==> src/rtl/ysyx_22040750_ifu_pkg.sv <==
// Shared types and constants for the IFU PC/fetch sequencer.
//   ifu_state_e  : fetch sequencer state (IDLE/REQ/WAIT/HOLD)
//   RESET_PC_DEF : default first fetch address after reset
//   NOP_INST     : addi x0,x0,0, substituted for misaligned fetches
//   snpc_of()    : sequential next PC, wraps modulo 2^32
package ysyx_22040750_ifu_pkg;

  typedef enum logic [1:0] {
    S_IDLE = 2'd0,   // waiting for a dnpc
    S_REQ  = 2'd1,   // imem request outstanding, waiting for gnt
    S_WAIT = 2'd2,   // granted, waiting for rvalid
    S_HOLD = 2'd3    // instruction presented to IF/ID
  } ifu_state_e;

  localparam logic [31:0] RESET_PC_DEF = 32'h8000_0000;
  localparam logic [31:0] NOP_INST     = 32'h0000_0013;

  function automatic logic [31:0] snpc_of(input logic [31:0] pc);
    return pc + 32'd4;
  endfunction

endpackage

==> src/rtl/ysyx_22040750_if_id_reg.sv <==
// IF/ID output register: holds pc/snpc/inst and the valid flag.
//   I_clk, I_rst : clock, synchronous active-high reset
//   load         : capture pc_d/inst_d and raise valid
//   clear        : drop valid (data kept, it is don't-care when invalid)
//   pc_d, inst_d : values to capture
//   valid, pc, snpc, inst : registered outputs toward decode
module ysyx_22040750_if_id_reg
  import ysyx_22040750_ifu_pkg::*;
(
  input  logic        I_clk,
  input  logic        I_rst,
  input  logic        load,
  input  logic        clear,
  input  logic [31:0] pc_d,
  input  logic [31:0] inst_d,
  output logic        valid,
  output logic [31:0] pc,
  output logic [31:0] snpc,
  output logic [31:0] inst
);

  always_ff @(posedge I_clk) begin
    if (I_rst) begin
      valid <= 1'b0;
      pc    <= 32'd0;
      snpc  <= 32'd0;
      inst  <= 32'd0;
    end else if (clear) begin
      valid <= 1'b0;
    end else if (load) begin
      valid <= 1'b1;
      pc    <= pc_d;
      snpc  <= snpc_of(pc_d);
      inst  <= inst_d;
    end
  end

endmodule

==> src/rtl/ysyx_22040750_ifu_pc.sv <==
// PC register and fetch sequencer. Accepts dnpc, issues one imem request at
// a time, captures the returned word and presents pc/snpc/inst to IF/ID.
//   I_clk, I_rst        : clock, synchronous active-high reset
//   I_dnpc*/O_dnpc_ready: next-PC handshake (IFU is the consumer)
//   I_flush             : kill in-flight fetch or held instruction
//   O_imem_* / I_imem_* : instruction memory req/gnt, rvalid/rdata
//   O_IF_ID_* / I_IF_ID_ready : IF/ID valid/ready handshake
// Optional feature: YSYX_22040750_IFU_MISALIGN_EN adds O_IF_ID_misalign and
// turns misaligned fetches into a flagged nop without touching imem.
module ysyx_22040750_ifu_pc
  import ysyx_22040750_ifu_pkg::*;
#(
  parameter logic [31:0] RESET_PC = RESET_PC_DEF
) (
  input  logic        I_clk,
  input  logic        I_rst,
  input  logic [31:0] I_dnpc,
  input  logic        I_dnpc_valid,
  output logic        O_dnpc_ready,
  input  logic        I_flush,
  output logic        O_imem_req,
  output logic [31:0] O_imem_addr,
  input  logic        I_imem_gnt,
  input  logic        I_imem_rvalid,
  input  logic [31:0] I_imem_rdata,
  output logic        O_IF_ID_valid,
  input  logic        I_IF_ID_ready,
  output logic [31:0] O_IF_ID_pc,
  output logic [31:0] O_IF_ID_snpc,
  output logic [31:0] O_IF_ID_inst
`ifdef YSYX_22040750_IFU_MISALIGN_EN
  ,
  output logic        O_IF_ID_misalign
`endif
);

  ifu_state_e  state;
  logic [31:0] pc;
  logic        drop;      // a granted response must be discarded
  logic        pc_misal;
  logic        dnpc_fire;
  logic        reg_load;
  logic        reg_clear;
  logic [31:0] reg_inst;
  logic        reg_valid;

`ifdef YSYX_22040750_IFU_MISALIGN_EN
  assign pc_misal = (pc[1:0] != 2'b00);
`else
  assign pc_misal = 1'b0;
`endif

  // Flush masks dnpc acceptance so a killed HOLD cannot chain a new fetch.
  assign O_dnpc_ready = ~I_rst & ~I_flush &
                        ((state == S_IDLE) | ((state == S_HOLD) & I_IF_ID_ready));
  assign dnpc_fire    = O_dnpc_ready & I_dnpc_valid;
  assign O_imem_req   = ~I_rst & (state == S_REQ) & ~pc_misal;
  assign O_imem_addr  = pc;

  // Load from a clean response, or the nop path for a misaligned pc.
  assign reg_load  = ((state == S_WAIT) & I_imem_rvalid & ~I_flush & ~drop) |
                     ((state == S_REQ) & pc_misal & ~I_flush);
  assign reg_clear = (state == S_HOLD) & (I_flush | I_IF_ID_ready);
  assign reg_inst  = (state == S_REQ) ? NOP_INST : I_imem_rdata;

  always_ff @(posedge I_clk) begin
    if (I_rst) begin
      state <= S_REQ;
      pc    <= RESET_PC;
      drop  <= 1'b0;
    end else begin
      case (state)
        S_IDLE: begin
          if (dnpc_fire) begin
            pc    <= I_dnpc;
            state <= S_REQ;
          end
        end
        S_REQ: begin
          if (I_flush) begin
            // A granted request still owes a response; remember to drop it.
            if (I_imem_gnt & ~pc_misal) begin
              drop  <= 1'b1;
              state <= S_WAIT;
            end else begin
              state <= S_IDLE;
            end
          end else if (pc_misal) begin
            state <= S_HOLD;
          end else if (I_imem_gnt) begin
            state <= S_WAIT;
          end
        end
        S_WAIT: begin
          if (I_imem_rvalid) begin
            drop  <= 1'b0;
            state <= (I_flush | drop) ? S_IDLE : S_HOLD;
          end else if (I_flush) begin
            drop <= 1'b1;
          end
        end
        S_HOLD: begin
          if (I_flush) begin
            state <= S_IDLE;
          end else if (I_IF_ID_ready) begin
            if (dnpc_fire) begin
              pc    <= I_dnpc;
              state <= S_REQ;
            end else begin
              state <= S_IDLE;
            end
          end
        end
        default: state <= S_IDLE;
      endcase
    end
  end

  ysyx_22040750_if_id_reg u_if_id_reg (
    .I_clk  (I_clk),
    .I_rst  (I_rst),
    .load   (reg_load),
    .clear  (reg_clear),
    .pc_d   (pc),
    .inst_d (reg_inst),
    .valid  (reg_valid),
    .pc     (O_IF_ID_pc),
    .snpc   (O_IF_ID_snpc),
    .inst   (O_IF_ID_inst)
  );

  assign O_IF_ID_valid = ~I_rst & reg_valid;

`ifdef YSYX_22040750_IFU_MISALIGN_EN
  logic misal_q;

  // Rewritten on every load, so a normal fetch clears it.
  always_ff @(posedge I_clk) begin
    if (I_rst)         misal_q <= 1'b0;
    else if (reg_load) misal_q <= pc_misal;
  end

  assign O_IF_ID_misalign = ~I_rst & misal_q;
`endif

endmodule

==> config.mk <==
export PLATFORM = sky130hd
export DESIGN_NAME = ysyx_22040750_ifu_pc
export DESIGN_NICKNAME = d
export VERILOG_FILES = /design/src/rtl/ysyx_22040750_ifu_pkg.sv /design/src/rtl/ysyx_22040750_if_id_reg.sv /design/src/rtl/ysyx_22040750_ifu_pc.sv
export SDC_FILE = /design/constraint.sdc
export NUM_CORES = 1
export LEC_CHECK = 0
export ABC_AREA = 1
export CORE_MARGIN = 5
export CORE_UTILIZATION = 40
export CTS_CLUSTER_SIZE = 30
export DETAILED_ROUTE_END_ITERATION = 8
export DONT_BUFFER_PORTS = 1
export PLACE_DENSITY_LB_ADDON = 0.25
export SLEW_MARGIN = 20
export SYNTH_ARGS = -nofsm -noshare
export SYNTH_HDL_FRONTEND = slang
export SYNTH_HIERARCHICAL = 1
export SYNTH_SLANG_ARGS = --single-unit
==> constraint.sdc <==
create_clock -name I_clk -period 2.1 [get_ports I_clk]
set_input_delay 0 -clock I_clk [delete_from_list [all_inputs] [get_ports I_clk]]
set_output_delay 0 -clock I_clk [all_outputs]
set_load 0.01 [all_outputs]
# Word level (Yosys, flattened, before mapping)

Cells that the tools add are included.

Bits in registers: 132
Latch bits: 0
RAM bits: 0
Bits in read-only memories: 0
Input port bits: 71
Output and inout port bits: 131
Logic and storage cells: 65
Memories: 0

Add/subtract/negate cells: 1
$mul: 0
Div/mod/pow operators: 0
Order comparisons: 0
Eq/ne operators: 12
Shift operators: 0
Muxes and demuxes: 20
Bitwise gates (word level): 17
Reductions and logical operators: 8

Operators by type and width:

| cell                    | number |
|---|---|
| $mux W32                | 4 |
| $pmux W32 S2            | 1 |
| $add A32 B3 Y32 const B | 1 |
| $mux W2                 | 8 |
| $ne A2 B2 Y1 const B    | 6 |
| $and A1 B1 Y1           | 10 |
| $ne A3 B3 Y1 const B    | 3 |
| $pmux W2 S4             | 1 |
| $reduce_and A4 Y1       | 2 |
| $mux W1                 | 5 |
| $eq A2 B2 Y1 const B    | 2 |
| $not A1 Y1              | 4 |
| $reduce_bool A2 Y1      | 2 |
| $or A1 B1 Y1            | 3 |
| $reduce_and A3 Y1       | 1 |
| $eq A2 B1 Y1 const B    | 1 |
| $logic_not A2 Y1        | 1 |
| $pmux W1 S2             | 1 |
| $reduce_and A2 Y1       | 1 |
| $reduce_or A2 Y1        | 1 |

# Depth between registers and ports, before layout

Word-level depth: 9
Depth in mapped cells: 13
Gate-level depth less buffers: 12

# Modules after synthesis

The synthesis kept the hierarchy.

Modules (own cells, without submodules):

| module                  | instances | cells an instance | area an instance (um2) | sequential area each (um2) |
|---|---|---|---|---|
| ysyx_22040750_if_id_reg | 1         | 634               | 4260.3                 | 1901.8 |
| ysyx_22040750_ifu_pc    | 1         | 379               | 2152.1                 | 700.7 |

# Worst setup path after synthesis

Ideal clock, no wire load.

Kind: register to register
Start point: register state[1]
End point: register u_if_id_reg.snpc[12]
Setup time: 0.074 ns
Arrival time: 1.626 ns
Setup slack: 0.400 ns
Cell stages (with the launch flop): 11
Path buffers: 2
Cells stage by stage: dfxtp_1 inv_1 nor2_1 nand2_1 nor2_1 inv_1 nor2_2 buf_2 buf_2 nand3_1 a31oi_1

Cells in the longest elaborated chain, start to end: 5

RTL lines:

| item                               | RTL line                      | text |
|---|---|---|
| start, declared                    | ysyx_22040750_ifu_pc.sv:37    | `ifu_state_e state;` |
| start signal, assigned             | ysyx_22040750_ifu_pc.sv:97    | `state <= (I_flush \| drop) ? S_IDLE : S_HOLD;` |
| $eq A2 B2 Y1                       | ysyx_22040750_ifu_pc.sv:61    | `assign reg_load = ((state == S_WAIT) & I_imem_rvalid & ~I_flush & ~drop) \|` |
| $and A1 B1 Y1 (3 in series)        | ysyx_22040750_ifu_pc.sv:61    |  |
| via reg_load                       | ysyx_22040750_ifu_pc.sv:42    | `logic reg_load;` |
| $reduce_and A2 Y1 (no source line) | n/a                           |  |
| end signal, assigned               | ysyx_22040750_if_id_reg.sv:33 | `snpc <= snpc_of(pc_d);` |
| end, declared                      | ysyx_22040750_if_id_reg.sv:18 | `output logic [31:0] snpc,` |

The timed path passes the listed nets, and every way through them passes these cells.
A chain may end at the register's enable or synchronous reset.

# Worst setup path in the final report

Start point: register state[0]
End point: register pc[9] (netlist: O_imem_addr[9])

Cells in the longest elaborated chain, start to end: 9

RTL lines:

| item                   | RTL line                                               | text |
|---|---|---|
| $eq A2 B2 Y1           | ysyx_22040750_ifu_pc.sv:55, ysyx_22040750_ifu_pc.sv:72 |  |
| $and A1 B1 Y1          | ysyx_22040750_ifu_pc.sv:55                             | `((state == S_IDLE) \| ((state == S_HOLD) & I_IF_ID_ready));` |
| $or A1 B1 Y1           | ysyx_22040750_ifu_pc.sv:55                             |  |
| $and A1 B1 Y1          | ysyx_22040750_ifu_pc.sv:54                             | `assign O_dnpc_ready = ~I_rst & ~I_flush &` |
| $and A1 B1 Y1          | ysyx_22040750_ifu_pc.sv:56                             | `assign dnpc_fire = O_dnpc_ready & I_dnpc_valid;` |
| $mux W32 (3 in series) | n/a                                                    |  |
| $pmux W32 S2           | ysyx_22040750_ifu_pc.sv:72                             | `case (state)` |
| end signal, assigned   | ysyx_22040750_ifu_pc.sv:75                             | `pc <= I_dnpc;` |
| end signal, assigned   | ysyx_22040750_ifu_pc.sv:107                            | `pc <= I_dnpc;` |
| end, declared          | ysyx_22040750_ifu_pc.sv:38                             | `logic [31:0] pc;` |

Parallel ways exist; a longest one is shown, timed or not. The select of a mux whose other input is x is not followed.

==> reports/qor.log <==
INFO  yosys          synth_most_common_cell=sky130_fd_sc_hd__nor2_1
INFO  floorplan      die_width=137microns
INFO  detailed_routing detail_route.drc_violations=0
INFO  floorplan      design.core.area=15800squm
INFO  grt            antenna_found_initial=0
INFO  placement      dpl.cell_count=1194
INFO  pwr            static-leakage-power=3.81nW
INFO  yosys          synth-warning-count=6
INFO  timing         final_max_slew_viol_count=0
INFO  yosys          postSynthAreaPerCell=6.33squm
INFO  yosys          synthDominantAreaCellType=sky130_fd_sc_hd__dfxtp_1
INFO  placement      place_worst_setup_slack=0.200ns
INFO  clocking       ctsRootBufferMaster=sky130_fd_sc_hd__clkbuf_16
INFO  grt            pin_count_of_the_biggest_net_entering_global_routing=93
INFO  critical_path  crit_path_end_kind=flop
INFO  clocking       clkLatencyLatePin=0.41ns
INFO  critical_path  cp.required=2.41ns
INFO  clocking       htreeDepth=4
INFO  finish         n_antenna_cell=0
INFO  yosys          synth.top_cell.area_share=40.6%
INFO  detailed_routing first_iter_violations=388
INFO  pwr            power-per-cell-area=765nW/um^2
INFO  timing         worst_margin_slew=1.06ns
INFO  job            max_cap_viol_count=0
INFO  timing         finalClockSkew=0.00696ns
INFO  min_path       hold-path-cell-count=1
INFO  finish         finalInstanceArea=7940squm
INFO  timing         timing.final.crit_share=91.5%
INFO  grt            grt_first_pass_wirelength=30400microns
INFO  critical_path  worstSetupStartpointType=flop
INFO  yosys          postSynth.asyncResetShare=0%
INFO  clocking       cts.sink_count=130
INFO  yosys          synth_top_cells_by_area=sky130_fd_sc_hd__dfxtp_1, sky130_fd_sc_hd__nor2_1, sky130_fd_sc_hd__nand2_1, sky130_fd_sc_hd__inv_1, sky130_fd_sc_hd__o21ai_0
INFO  grt            grt_util_met3=6.99%
INFO  yosys          number_of_synthesized_flops_with_an_enable_pin=0
INFO  critical_path  critPathArrivalTime=2.24ns
INFO  detailed_routing detailedRoute.firstPassIterationCount=5
INFO  finish         final_core_util=50.1%
INFO  yosys          synthesis.instances=1013
INFO  yosys          synth_ff_type=sky130_fd_sc_hd__dfxtp_1
INFO  floorplan      die_h=137microns
INFO  critical_path  cp_cell_sequence=inv_1 -> nand2_1 -> nand2_2 -> buf_6 -> nand4_1 -> dlygate4sd3_1 -> nand2_1 -> nor2_1
INFO  finish         drive_above_1_share=7.02%
INFO  placement      routabilityCongestion=0.863
INFO  timing         relSlewSlack=28.9%
INFO  timing         whs=0.0545ns
INFO  timing         report.final.setup_viol=0
INFO  timing         worst_slack=0.179ns
INFO  finish         num-nets-final=1142
INFO  floorplan      dieArea=18700squm
INFO  run_status     outcome=finished, final reports clean
INFO  yosys          ys_seq_area_share=40.6%
INFO  clocking       maximum_buffer_depth_of_the_clock_tree=2
INFO  clocking       tritoncts_clock_tree=yes
INFO  detailed_routing detail_route.wirelength=19700microns
INFO  detailed_routing detailroute.via_count=6093
INFO  timing         period_minus_ws_final=1.92ns
INFO  timing         setup_total_negative_slack=0ns
INFO  yosys          ys_top_cells_by_count=sky130_fd_sc_hd__nor2_1, sky130_fd_sc_hd__nand2_1, sky130_fd_sc_hd__inv_1, sky130_fd_sc_hd__dfxtp_1, sky130_fd_sc_hd__o21ai_0
INFO  placement      post-dp-hpwl=13300microns
INFO  critical_path  ff2ff_path_depth=8
INFO  grt            global_route.peak_usage_layer=met2
INFO  pwr            irDropWorstVdd=0.536mV
INFO  grt            grt-ovfl-total=0
INFO  finish         areaGrowthSynthToFinish=23.7%
INFO  yosys          count_of_different_cell_masters_after_synthesis=31
INFO  yosys          ys_ff_latch=130
INFO  critical_path  worst_path_max_delay_cell=sky130_fd_sc_hd__dlygate4sd3_1
INFO  timing         hold_viol_final=0
INFO  grt            first_global_vias=5646
INFO  floorplan      num_io_pins=202
INFO  yosys          synthesis.nets=1085
INFO  placement      placed_area=6610squm
INFO  detailed_routing antenna_violating_nets_post_route=0
INFO  timing         maxClockFrequency=0.521GHz
INFO  grt            grt_usage=20.9%
INFO  detailed_routing via_density_per_instance=4.69
INFO  grt            met2_usage=32.0%
INFO  critical_path  crit_path_frequent_cell=sky130_fd_sc_hd__nand2_1
INFO  finish         post_layout_nonfiller_instances=1299
INFO  pwr            report.power.total=6.07mW
INFO  critical_path  crit_path_max_incr_delay=0.61ns
INFO  critical_path  cp_max_fo=22
INFO  clocking       worst_setup_hold_path_clk_slew=0.06ns
INFO  critical_path  timing.setup.critical_path_class=flop to flop
INFO  clocking       numCtsBuffers=17
INFO  grt            global_routing_usage_on_met1=27.2%
INFO  yosys          post_synth_instance_area=6410squm
INFO  floorplan      row_count=46
INFO  detailed_routing drt-wirelength-per-cell=15.1microns
INFO  min_path       hold_path.class=input pin to output pin
INFO  floorplan      effective_utilization_at_floorplan=40.5%
INFO  timing         rsz_0062_raised_after_global_routing=false
INFO  placement      port_buffers=0
[where the power goes]
group	internal, mW	switching [mW]	leakage [nW]
Combinational	0.241	0.355	2.48
Clock	1.76	1.06	0.272
Sequential	2.54	0.109	1.05
[routing by layer]
metal / routed length (microns) / part of all wire [%]
met1: 8860 / 45
met5: 0 / 0
met2: 8620 / 44
met4: 385 / 2.0
met3: 1790 / 9.1
[state kept, by name, summed over array words and instances (netlist names)]
name / flops
drop: 1
u_if_id_reg/pc: 32
state: 2
O_imem_addr: 32
u_if_id_reg/snpc: 30
u_if_id_reg/valid: 1
u_if_id_reg/inst: 32
[critical path, delay by kind of cell (launching register included)]
family	cells	cell delay, ns
flip-flops	1	0.35
AND/OR/NAND/NOR	5	0.51
buffers and inverters	3	0.97
[cell usage in the layout, fill, tap and decap left out, drive strengths merged, types with 2 or more instances in the layout]
cell type and count:
a211oi 11, a21oi 8, a31oi 2, and2 2, buf 18, bufinv 2, clkbuf 21, clkinv 7
clkinvlp 3, dfxtp 130, dlygate4sd3 72, inv 190, nand2 208, nand3 52, nand4 32, nor2 247
nor3 6, o21ai 64, or2 3, xor2 2
[cells by family (layout without fill, tap and decap cells)]
group | after synthesis | in the layout | synth area share (%)
and+or+nand+nor | 550 | 550 | 36.5
buffers and inverters | 243 | 313 | 15.1
DFF | 130 | 130 | 40.6
AOI/OAI and AO/OA | 86 | 86 | 7.22
xor gates and xnor gates | 3 | 3 | 0.410
adders and majority gates | 1 | 1 | 0.195
[what timing repair did]
action	in CTS	in global routing
hold buffers	73	0
endpoints found under the setup margin	0	14
hold endpoints to repair	90	0
resized for setup	0	5
setup buffers	0	0
[area by class of cell]
type,instances,area [sq um]
sequential,130,2600
clock inverter,11,113
multi-input combinational,640,2860
clock buffer,21,450
fill,1548,7890
tap,216,270
inverter,191,718
timing repair buffer,90,926
[final timing paths]
check,startpoint,end,slack (ns)
worst min register to register,drop$_SDFFE_PP0P_,drop$_SDFFE_PP0P_,0.51
worst max-delay path,state[0]$_SDFFE_PP1P_,O_imem_addr[9]$_SDFFE_PP0P_,0.18
worst max register to register,state[0]$_SDFFE_PP1P_,O_imem_addr[9]$_SDFFE_PP0P_,0.18
worst min-delay path,I_rst,O_IF_ID_valid,0.05
No activity file was read; power rests on OpenSTA's default activity.
